<file path="src/rtl/life_display_scanner.sv">
// life_display_scanner
// Reads the life board back out of the board RAM, one row at a time, and
// serialises each row onto a shift-register LED display (data/clock/latch).
// It shares the RAM with the life controller through a busy handshake and
// raises `next_o` every FRAMES_PER_GEN displayed frames to advance the board.
//
// Optional feature (macro LIFE_SCAN_CENSUS_EN): adds population_o, the number
// of live cells in the most recently completed frame.
//
// Ports:
//   clk_50MHz_i     system clock
//   rst_async_ha_i  asynchronous, active-high reset
//   enable_i        1 = scanning allowed, 0 = stop after the current row
//   row_from_ram_i  RAM read data, valid one clock after ram_addr_o
//   ctrl_busy_i     life controller currently owns the RAM
//   ram_addr_o      RAM read address (the row being fetched)
//   scan_busy_o     scanner owns the RAM (address phase in progress)
//   ser_data_o      serial cell data, MSB (bit COLS-1) first
//   ser_clk_o       serial shift clock, data stable on its rising edge
//   latch_o         one-clock pulse, shifted row becomes visible
//   row_sel_o       row currently displayed (updated on latch)
//   next_o          one-clock pulse, request the next generation
//   frame_done_o    one-clock pulse after the last row is latched
//   dbg_state_o     current FSM state encoding, for observation only
//   population_o    (census build only) live cells in the last full frame
//
// RAM handshake: the scanner only claims the RAM from REQ when ctrl_busy_i is
// low, and holds scan_busy_o through REQ-grant and ADDR. Once claimed, a rise
// of ctrl_busy_i is ignored until scan_busy_o drops; the controller waits.
module life_display_scanner #(
    parameter int ROWS           = 15,
    parameter int COLS           = 20,
    parameter int AW             = 4,
    parameter int CLK_DIV        = 4,
    parameter int FRAMES_PER_GEN = 30
) (
    input  logic            clk_50MHz_i,
    input  logic            rst_async_ha_i,
    input  logic            enable_i,
    input  logic [COLS-1:0] row_from_ram_i,
    input  logic            ctrl_busy_i,
    output logic [AW-1:0]   ram_addr_o,
    output logic            scan_busy_o,
    output logic            ser_data_o,
    output logic            ser_clk_o,
    output logic            latch_o,
    output logic [AW-1:0]   row_sel_o,
    output logic            next_o,
    output logic            frame_done_o,
    output logic [2:0]      dbg_state_o
`ifdef LIFE_SCAN_CENSUS_EN
    ,
    output logic [$clog2(ROWS*COLS+1)-1:0] population_o
`endif
);

    localparam int DW = (CLK_DIV > 1) ? $clog2(CLK_DIV) : 1;
    localparam int BW = (COLS > 1) ? $clog2(COLS) : 1;
    localparam int FW = (FRAMES_PER_GEN > 1) ? $clog2(FRAMES_PER_GEN) : 1;

    typedef enum logic [2:0] {
        S_IDLE  = 3'd0,
        S_REQ   = 3'd1,
        S_ADDR  = 3'd2,
        S_LOAD  = 3'd3,
        S_SHIFT = 3'd4,
        S_LATCH = 3'd5,
        S_FRAME = 3'd6
    } state_t;

    state_t          state_q, state_d;
    logic [AW-1:0]   row_q, row_d;
    logic [AW-1:0]   row_sel_q, row_sel_d;
    logic [FW-1:0]   frame_q, frame_d;
    logic [COLS-1:0] shreg_q, shreg_d;
    logic [DW-1:0]   div_q, div_d;
    logic [BW-1:0]   bit_q, bit_d;
    logic            sclk_q, sclk_d;

    always_ff @(posedge clk_50MHz_i or posedge rst_async_ha_i) begin
        if (rst_async_ha_i) begin
            state_q   <= S_IDLE;
            row_q     <= '0;
            row_sel_q <= '0;
            frame_q   <= '0;
            shreg_q   <= '0;
            div_q     <= '0;
            bit_q     <= '0;
            sclk_q    <= 1'b0;
        end else begin
            state_q   <= state_d;
            row_q     <= row_d;
            row_sel_q <= row_sel_d;
            frame_q   <= frame_d;
            shreg_q   <= shreg_d;
            div_q     <= div_d;
            bit_q     <= bit_d;
            sclk_q    <= sclk_d;
        end
    end

    always_comb begin
        state_d      = state_q;
        row_d        = row_q;
        row_sel_d    = row_sel_q;
        frame_d      = frame_q;
        shreg_d      = shreg_q;
        div_d        = div_q;
        bit_d        = bit_q;
        sclk_d       = sclk_q;
        scan_busy_o  = 1'b0;
        latch_o      = 1'b0;
        frame_done_o = 1'b0;
        next_o       = 1'b0;

        case (state_q)
            S_IDLE: begin
                if (enable_i) state_d = S_REQ;
            end
            S_REQ: begin
                // The address is already on ram_addr_o; claim the bus only
                // when the controller is not writing.
                if (!ctrl_busy_i) begin
                    scan_busy_o = 1'b1;
                    state_d     = S_ADDR;
                end
            end
            S_ADDR: begin
                scan_busy_o = 1'b1;
                state_d     = S_LOAD;
            end
            S_LOAD: begin
                shreg_d = row_from_ram_i;
                div_d   = '0;
                bit_d   = '0;
                sclk_d  = 1'b0;
                state_d = S_SHIFT;
            end
            S_SHIFT: begin
                // Each bit: CLK_DIV clocks low, then CLK_DIV clocks high.
                // The register advances as ser_clk falls, so ser_data is
                // stable across the whole high phase.
                if (div_q == DW'(CLK_DIV - 1)) begin
                    div_d = '0;
                    if (!sclk_q) begin
                        sclk_d = 1'b1;
                    end else begin
                        sclk_d  = 1'b0;
                        shreg_d = {shreg_q[COLS-2:0], 1'b0};
                        if (bit_q == BW'(COLS - 1)) begin
                            bit_d   = '0;
                            state_d = S_LATCH;
                        end else begin
                            bit_d = bit_q + 1'b1;
                        end
                    end
                end else begin
                    div_d = div_q + 1'b1;
                end
            end
            S_LATCH: begin
                latch_o   = 1'b1;
                row_sel_d = row_q;
                if (row_q == AW'(ROWS - 1)) begin
                    state_d = S_FRAME;
                end else begin
                    row_d   = row_q + 1'b1;
                    state_d = enable_i ? S_REQ : S_IDLE;
                end
            end
            S_FRAME: begin
                frame_done_o = 1'b1;
                row_d        = '0;
                if (frame_q == FW'(FRAMES_PER_GEN - 1)) begin
                    next_o  = 1'b1;
                    frame_d = '0;
                end else begin
                    frame_d = frame_q + 1'b1;
                end
                state_d = enable_i ? S_REQ : S_IDLE;
            end
            default: begin
                state_d = S_IDLE;
            end
        endcase
    end

    assign ram_addr_o  = row_q;
    assign row_sel_o   = row_sel_q;
    assign ser_clk_o   = sclk_q;
    assign ser_data_o  = (state_q == S_SHIFT) & shreg_q[COLS-1];
    assign dbg_state_o = state_q;

`ifdef LIFE_SCAN_CENSUS_EN
    localparam int PW = $clog2(ROWS*COLS+1);

    logic [PW-1:0] acc_q, acc_d;
    logic [PW-1:0] pop_q, pop_d;

    function automatic logic [PW-1:0] row_pop(input logic [COLS-1:0] v);
        logic [PW-1:0] n;
        n = '0;
        for (int i = 0; i < COLS; i++) n = n + PW'(v[i]);
        return n;
    endfunction

    always_comb begin
        acc_d = acc_q;
        pop_d = pop_q;
        if (state_q == S_LOAD) begin
            acc_d = acc_q + row_pop(row_from_ram_i);
        end else if (state_q == S_FRAME) begin
            // Publish the finished frame and start the next one from zero.
            pop_d = acc_q;
            acc_d = '0;
        end
    end

    always_ff @(posedge clk_50MHz_i or posedge rst_async_ha_i) begin
        if (rst_async_ha_i) begin
            acc_q <= '0;
            pop_q <= '0;
        end else begin
            acc_q <= acc_d;
            pop_q <= pop_d;
        end
    end

    assign population_o = pop_q;
`endif

endmodule
</file>
<file path="config.mk">
export PLATFORM = sky130hd
export DESIGN_NAME = life_display_scanner
export DESIGN_NICKNAME = d
export VERILOG_FILES = /design/src/rtl/life_display_scanner.sv
export SDC_FILE = /design/constraint.sdc
export NUM_CORES = 1
export LEC_CHECK = 0
export CAP_MARGIN = 10
export CORE_ASPECT_RATIO = 0.7
export CORE_MARGIN = 3
export CORE_UTILIZATION = 40
export CTS_CLUSTER_DIAMETER = 40
export DETAILED_ROUTE_END_ITERATION = 10
export GPL_TIMING_DRIVEN = 0
export HOLD_SLACK_MARGIN = 0.02
export PLACE_DENSITY = 0.66
export SETUP_SLACK_MARGIN = 0.4
export SLEW_MARGIN = 5
export SYNTH_ARGS = -nofsm -noshare
export SYNTH_HDL_FRONTEND = slang
export SYNTH_SLANG_ARGS = --single-unit
</file>
<file path="constraint.sdc">
create_clock -name clk_50MHz_i -period 1.5 [get_ports clk_50MHz_i]
set_input_delay 0.225 -clock clk_50MHz_i [delete_from_list [all_inputs] [get_ports clk_50MHz_i]]
set_output_delay 0.225 -clock clk_50MHz_i [all_outputs]
set_load 0.02 [all_outputs]
</file>
==> metrics, run 1 <==
Critical Path Source dbg_state_o[1]$_DFFE_PP0P_; GPL Wtd Cong between 0.7 and 0.8; Mapped Cells 249; min Tclk post-route about 1.9 ns; worst reg2reg path endpoint shreg_q[9]$_DFFE_PP0P_; outcome finished with violations; Fmax 0.540 GHz; DP HPWL between 3 and 4 mm; H-tree Lvls 2; slowest CP cell dfrtp_2; Die Footprint between 0.006 and 0.007 sq mm; cell family with most CP delay buffers and inverters; Ant. Diodes 0; IO Port Bufs 40; P&R area growth vs syn 71.1%; initial antenna violation count 0; RSZ-0062 raised after global routing yes; Hold/Removal Path Class in2async; Avg Inst Size Synth just over 9 sq um; first-pass GRT wire length approximately 11 mm; Bufs and invs on worst path 4; Switching Share around 22%; Crit Path Class reg2reg; Area contributors post-synth dfrtp_1 48%, nand2_1 8.8%, a31oi_1 6.1%; Initial Utilization roughly 42%; Yosys top cell by area dfrtp_1; Die Wd around 96 um; Primary FF master, synth dfrtp_1; worst slew pin tran between 0.5 and 0.6 ns; failing checks negative setup slack; Filler Cells Inserted roughly 380; Required @ worst endpoint 1.72 ns; leak pwr 1.70 nW; DRT antenna net count 0; VDD IR-drop max roughly 0.37 mV; post-place instance area around 0.0028 sq mm; synth warn 0; top cell type's share of synthesized area approximately 48%; clock skew 0.0109 ns; Post-synth EDFFs 0; detailed-route wire length per cell 17.7 um; part of the cycle the worst path needs 124%; CP Cell Sequence buf_6 > buf_6 > or3b_4 > o21ai_4 > buf_12 > buf_8 > nor2_2 > a31oi_1; total track usage roughly a fifth; clock power share a little over two fifths; cell count along the critical path 8; Core Rows 22; sequential power share 52.1%; final hold violations 0; post-route cell area between 0.003 and 0.004 sq mm; Power per Cell Area between 600 and 700 mW/mm^2; synthesized cell area approximately 0.0023 sq mm; CTS clock-pin slew for the worst setup and hold paths around 0.09 ns; fraction of layout instances using a drive strength above 1 between 40% and 50%; vias per std cell about 5.5; Worst R2R Setup Slack -0.35 ns; Routed WL 7.36 mm; worst slack, placed -0.632 ns; Synth cell types 44; syn_nets 279; via count roughly 2300; combinational share of power 5.3%; Net Sw Power just over 500 uW; detailed-route DRC error count 0; core area approximately 0.0054 sq mm; initial DRC count 96; worst setup margin -0.353 ns; largest net degree at the start of global routing 23; Hold Buf Count CTS 0; Die H between 60 and 70 um; Synth async-reset ratio 100%; critical path's largest stage delay roughly 0.42 ns; CP endpoint shreg_q[9]$_DFFE_PP0P_; max-slew violations 0; Final nets 374; register area share after synthesis slightly below 50%; Worst setup SP type flip-flop; Crit path top cell by count buf_6; TritonCTS clock tree done; first-pass iteration count of the detailed router 4; Synth Register Bits 44; CTS Buffer Depth 2; critical path endpoint category flip-flop; most common cell in the synthesized netlist nand2_1; launch point of the worst reg-to-reg path dbg_state_o[1]$_DFFE_PP0P_; Reg2Reg Depth 8; Num CTS Buffers 5; Skew-Pair Late Insertion Delay about 0.31 ns; CP Data Arrival Time approximately 2.1 ns; final setup vio count 34; synth cell count leaders 53 x nand2_1, 44 x dfrtp_1, 26 x nor2_1; relative slew slack between 60% and 70%; CTS root buf clkbuf_8; io pins 41; GRT overflow 0; clock sink total 44; worst-path maximum fanout 6; Int Pwr between 1.5 and 2 mW; vias in the first global route around 2200; max cap viols 0
-- worst min path at each step --
stage	from	to	slack, ns	cells past startpoint
final	rst_async_ha_i	shreg_q[15]$_DFFE_PP0P_	0.38	2
after global routing	rst_async_ha_i	shreg_q[17]$_DFFE_PP0P_	0.43	2
after CTS	rst_async_ha_i	shreg_q[12]$_DFFE_PP0P_	0.39	2
after detailed placement	shreg_q[0]$_DFFE_PP0P_	shreg_q[0]$_DFFE_PP0P_	0.46	2
after global placement	shreg_q[0]$_DFFE_PP0P_	shreg_q[0]$_DFFE_PP0P_	0.45	2
after floorplan	rst_async_ha_i	bit_q[0]$_DFFE_PP0P_	0.23	1
-- kinds of logic (layout without fill, tap and decap cells) --
logic type | count (synthesis) | count (layout) | synth area share, %
and+or+nand+nor | 111 | 111 | 22.5
AOI/OAI and AO/OA | 62 | 62 | 18.1
DFF | 44 | 44 | 48.5
buffers and inverters | 21 | 117 | 5.23
adders and majority gates | 6 | 6 | 3.31
muxes | 4 | 4 | 1.93
xor gates and xnor gates | 1 | 1 | 0.386
-- placed cells by master (no fill, tap or decap), types with 7 or more instances in the layout --
master / count
dfrtp_2: 7
nand2_2: 7
a31oi_1: 18
buf_4: 24
o21ai_2: 8
nor2_1: 8
buf_6: 35
clkbuf_8: 8
dfrtp_1: 37
nand2_1: 45
clkdlybuf4s50_1: 23
buf_8: 7
nor2_2: 13
-- power by group through the flow --
| stage | clock (mW) | combinational, mW | sequential [mW] |
|---|---|---|---|
| after floorplan | 0 | 0.0405 | 1.24 |
| final | 0.996 | 0.125 | 1.22 |
| after global placement | 0 | 0.117 | 1.24 |
| after global routing | 1.06 | 0.137 | 1.22 |
| after detailed placement | 0 | 0.117 | 1.24 |
| after CTS | 1.00 | 0.123 | 1.22 |
-- flip-flops by register name, indices dropped and copies added (netlist names) --
signal and count:
div_q 2, row_sel_o 4, ram_addr_o 4, ser_clk_o 1
bit_q 5, shreg_q 20, frame_q 5, dbg_state_o 3
-- final cells by class --
cell class	count	area, sq um	share of cell area [%]
repair inverters	1	7.51	0.193
inverters	7	35.0	0.901
clock inverters	2	38.8	0.998
well taps	72	90.1	2.32
flip-flops and latches	44	1110	28.6
plain buffers	14	164	4.22
clock buffers	6	82.6	2.12
repair buffers	87	945	24.3
multi-input cells	184	1410	36.4
-- timing repair --
item	in CTS	in global routing
endpoints found under the setup margin	64	82
setup buffers	30	12
pin swaps	14	11
resized for setup	161	58
cloned	4	2
-- through the flow --
step / hold slack, ns / util, % / power [mW] / std cells / TNS [ns]
floorplan: 0.229 / - / 1.28 / 249 / -1.98
global placement: 0.453 / 52.8 / 1.36 / 361 / -5.99
detailed placement: 0.457 / 52.8 / 1.36 / 361 / -6.20
CTS: 0.391 / 65.4 / 2.34 / 403 / -8.29
global route: 0.425 / 72.4 / 2.42 / 417 / -10.20
finish: 0.380 / 72.4 / 2.34 / 417 / -8.71
-- layer usage --
layer	wire, um	global-route usage [%]	vias to the layer above
li1	-	-	1070
met1	3420	31.4	1157
met2	3340	28.5	68
met3	376	4.58	19
met4	229	6.47	0
met5	0	0	-
-- worst reg2reg max path: stages, from the launching register on --
cell and delay (ns):
dfrtp_2 0.42, buf_6 0.13, buf_6 0.11, or3b_4 0.40, o21ai_4 0.22, buf_12 0.17
buf_8 0.13, nor2_2 0.04, a31oi_1 0.17
No activity file was read; power rests on OpenSTA's default activity.
==> inputs of run 2 (changes only) <==
--- a/config.mk
+++ b/config.mk
@@ -5,7 +5,6 @@
 export SDC_FILE = /design/constraint.sdc
 export NUM_CORES = 1
 export LEC_CHECK = 0
-export CAP_MARGIN = 10
 export CORE_ASPECT_RATIO = 0.7
 export CORE_MARGIN = 3
 export CORE_UTILIZATION = 40
==> constraint.sdc (replaced) <==
create_clock -name clk_50MHz_i -period 1.69 [get_ports clk_50MHz_i]
set_input_delay 0.2535 -clock clk_50MHz_i [delete_from_list [all_inputs] [get_ports clk_50MHz_i]]
set_output_delay 0.2535 -clock clk_50MHz_i [all_outputs]
set_load 0.02 [all_outputs]
==> metrics, run 2 (same netlist as run 1, synthesis figures left out) <==
outcome finished with violations; failing checks negative setup slack; CTS Buffer Depth 2; vias per std cell between 5 and 6; CTS root buf clkbuf_8; Skew-Pair Late Insertion Delay 0.31 ns; IO Port Bufs 40; leak pwr about 1.7 nW; Pwr Total 2.08 mW; min Tclk post-route 1.86 ns; VDD IR-drop max 0.390 mV; final setup vio count 33; TritonCTS clock tree done; vias in the first global route between 2000 and 2500; Initial Utilization 42.3%; GPL Wtd Cong around 0.77; Die Wd roughly 96 um; clock sink total 44; Num CTS Buffers 5; Crit Path Class reg2out; CTS clock-pin slew for the worst setup and hold paths roughly 0.090 ns; most frequent cells in the layout 49 x nand2_1, 37 x dfrtp_1, 28 x buf_4, 23 x clkdlybuf4s50_1; Final nets 372; max-slew violations 0; commonest non-fill, non-tap cell in the layout nand2_1; fraction of layout instances using a drive strength above 1 40.2%; DRT antenna net count 0; H-tree Lvls 2; via count roughly 2200; final hold violations 0; CP Data Arrival Time 1.61 ns; Worst R2R Setup Slack -0.15 ns; part of the cycle the worst path needs 110%; Worst setup SP type flip-flop; initial DRC count 167; Fin Hold WS about 0.14 ns; worst slew pin tran between 0.2 and 0.3 ns; RSZ-0062 raised after global routing yes; worst setup margin -0.169 ns; Finished Layout Cells roughly 420; clock skew around 0.01 ns; Die H about 70 um; Core Rows 22; detailed-route DRC error count 0; Hold/Removal Path Class in2async; Required @ worst endpoint roughly 1.4 ns; initial antenna violation count 0; Reg2Reg Depth 8; Power per Cell Area ~560 mW/mm^2; Largest Register shreg_q; total track usage 18.8%; GRT overflow 0; worst reg2reg path endpoint shreg_q[13]$_DFFE_PP0P_; first-pass GRT wire length between 9 and 10 mm; Routed WL around 6.8 mm; critical path endpoint category output pin; worst-path maximum fanout 4; core area between 0.005 and 0.006 sq mm; detailed-route wire length per cell ~16 um; Hold Buf Count CTS 0; P&R area growth vs syn 63.1%; launch point of the worst reg-to-reg path dbg_state_o[0]$_DFFE_PP0P_; Largest regs shreg_q x20, bit_q x5, frame_q x5; Fmax between 0.5 and 0.6 GHz; Die Footprint roughly 0.0066 sq mm; max cap viols 0; Placed Instances about 360; Filler Cells Inserted roughly 410; io pins 41; relative slew slack 80.2%; max reg flops 20; Ant. Diodes 0; largest net degree at the start of global routing 40; first-pass iteration count of the detailed router 4; DP HPWL around 3.6 mm
## run 2: cell types whose count changed in the layout (fill, tap and decap cells not counted), sizes merged
cell	change
clkbuf	+1
clkdlybuf4s15	+8
inv	+1
clkinvlp	-2
buf	-10
## run 2: metal layers
layer | vias up | global-route usage (%) | share of wire [%]
li1 | 1064 | - | -
met5 | - | 0 | 0
met1 | 1104 | 28.2 | 46
met3 | 5 | 4.69 | 5.7
met2 | 69 | 26.7 | 47
met4 | 0 | 5.21 | 0.78
## run 2: final cells by class
type | count | area (sq um) | area share (%)
Tap cell | 72 | 90.1 | 2.43
Inverter | 7 | 31.3 | 0.844
Clock buffer | 6 | 82.6 | 2.23
Multi-Input combinational cell | 184 | 1300 | 35.0
Timing Repair Buffer | 86 | 888 | 24.0
Buffer | 14 | 166 | 4.49
Clock inverter | 2 | 38.8 | 1.05
Sequential cell | 44 | 1110 | 30.0
## run 2: what timing repair did
action | 4_1_cts | 5_1_grt
cloned | 3 | 3
gates resized for setup | 112 | 49
pin swaps | 12 | 15
endpoints found under the setup margin | 59 | 57
buffers inserted | 25 | 14
## run 2: how the worst max path moves through the flow
stage,cells past startpoint,start,slack [ns],endpoint
finish,5,dbg_state_o[1]$_DFFE_PP0P_,-0.17,scan_busy_o
global route,8,dbg_state_o[0]$_DFFE_PP0P_,-0.23,shreg_q[13]$_DFFE_PP0P_
CTS,5,dbg_state_o[1]$_DFFE_PP0P_,-0.22,scan_busy_o
detailed placement,5,dbg_state_o[0]$_DFFE_PP0P_,-0.48,ser_data_o
global placement,2,rst_async_ha_i,-0.67,dbg_state_o[2]$_DFFE_PP0P_
floorplan,6,dbg_state_o[1]$_DFFE_PP0P_,0.07,bit_q[3]$_DFFE_PP0P_
## run 2: worst max-delay path: stages, from the launching register on
cell       delay (ns)
dfrtp_2          0.42
buf_6            0.13
clkbuf_16        0.13
or3b_4           0.38
a21oi_4          0.13
buf_6            0.12
## run 2: metrics by stage
stage | util (%) | setup TNS, ns | area [sq um] | worst slack [ns]
final | 69.0 | -3.29 | 3700 | -0.169
after global routing | 69.0 | -5.38 | 3700 | -0.233
after CTS | 63.0 | -1.49 | 3380 | -0.220
after detailed placement | 52.8 | -1.49 | 2830 | -0.483
after global placement | 52.4 | -25.57 | 2810 | -0.671
after floorplan | - | 0 | 2320 | 0.0693
## run 2: report_power, final
part	internal, mW	switching [mW]
registers	1.07	0.0103
logic	0.0659	0.0435
clock network	0.484	0.404
total	1.62	0.458
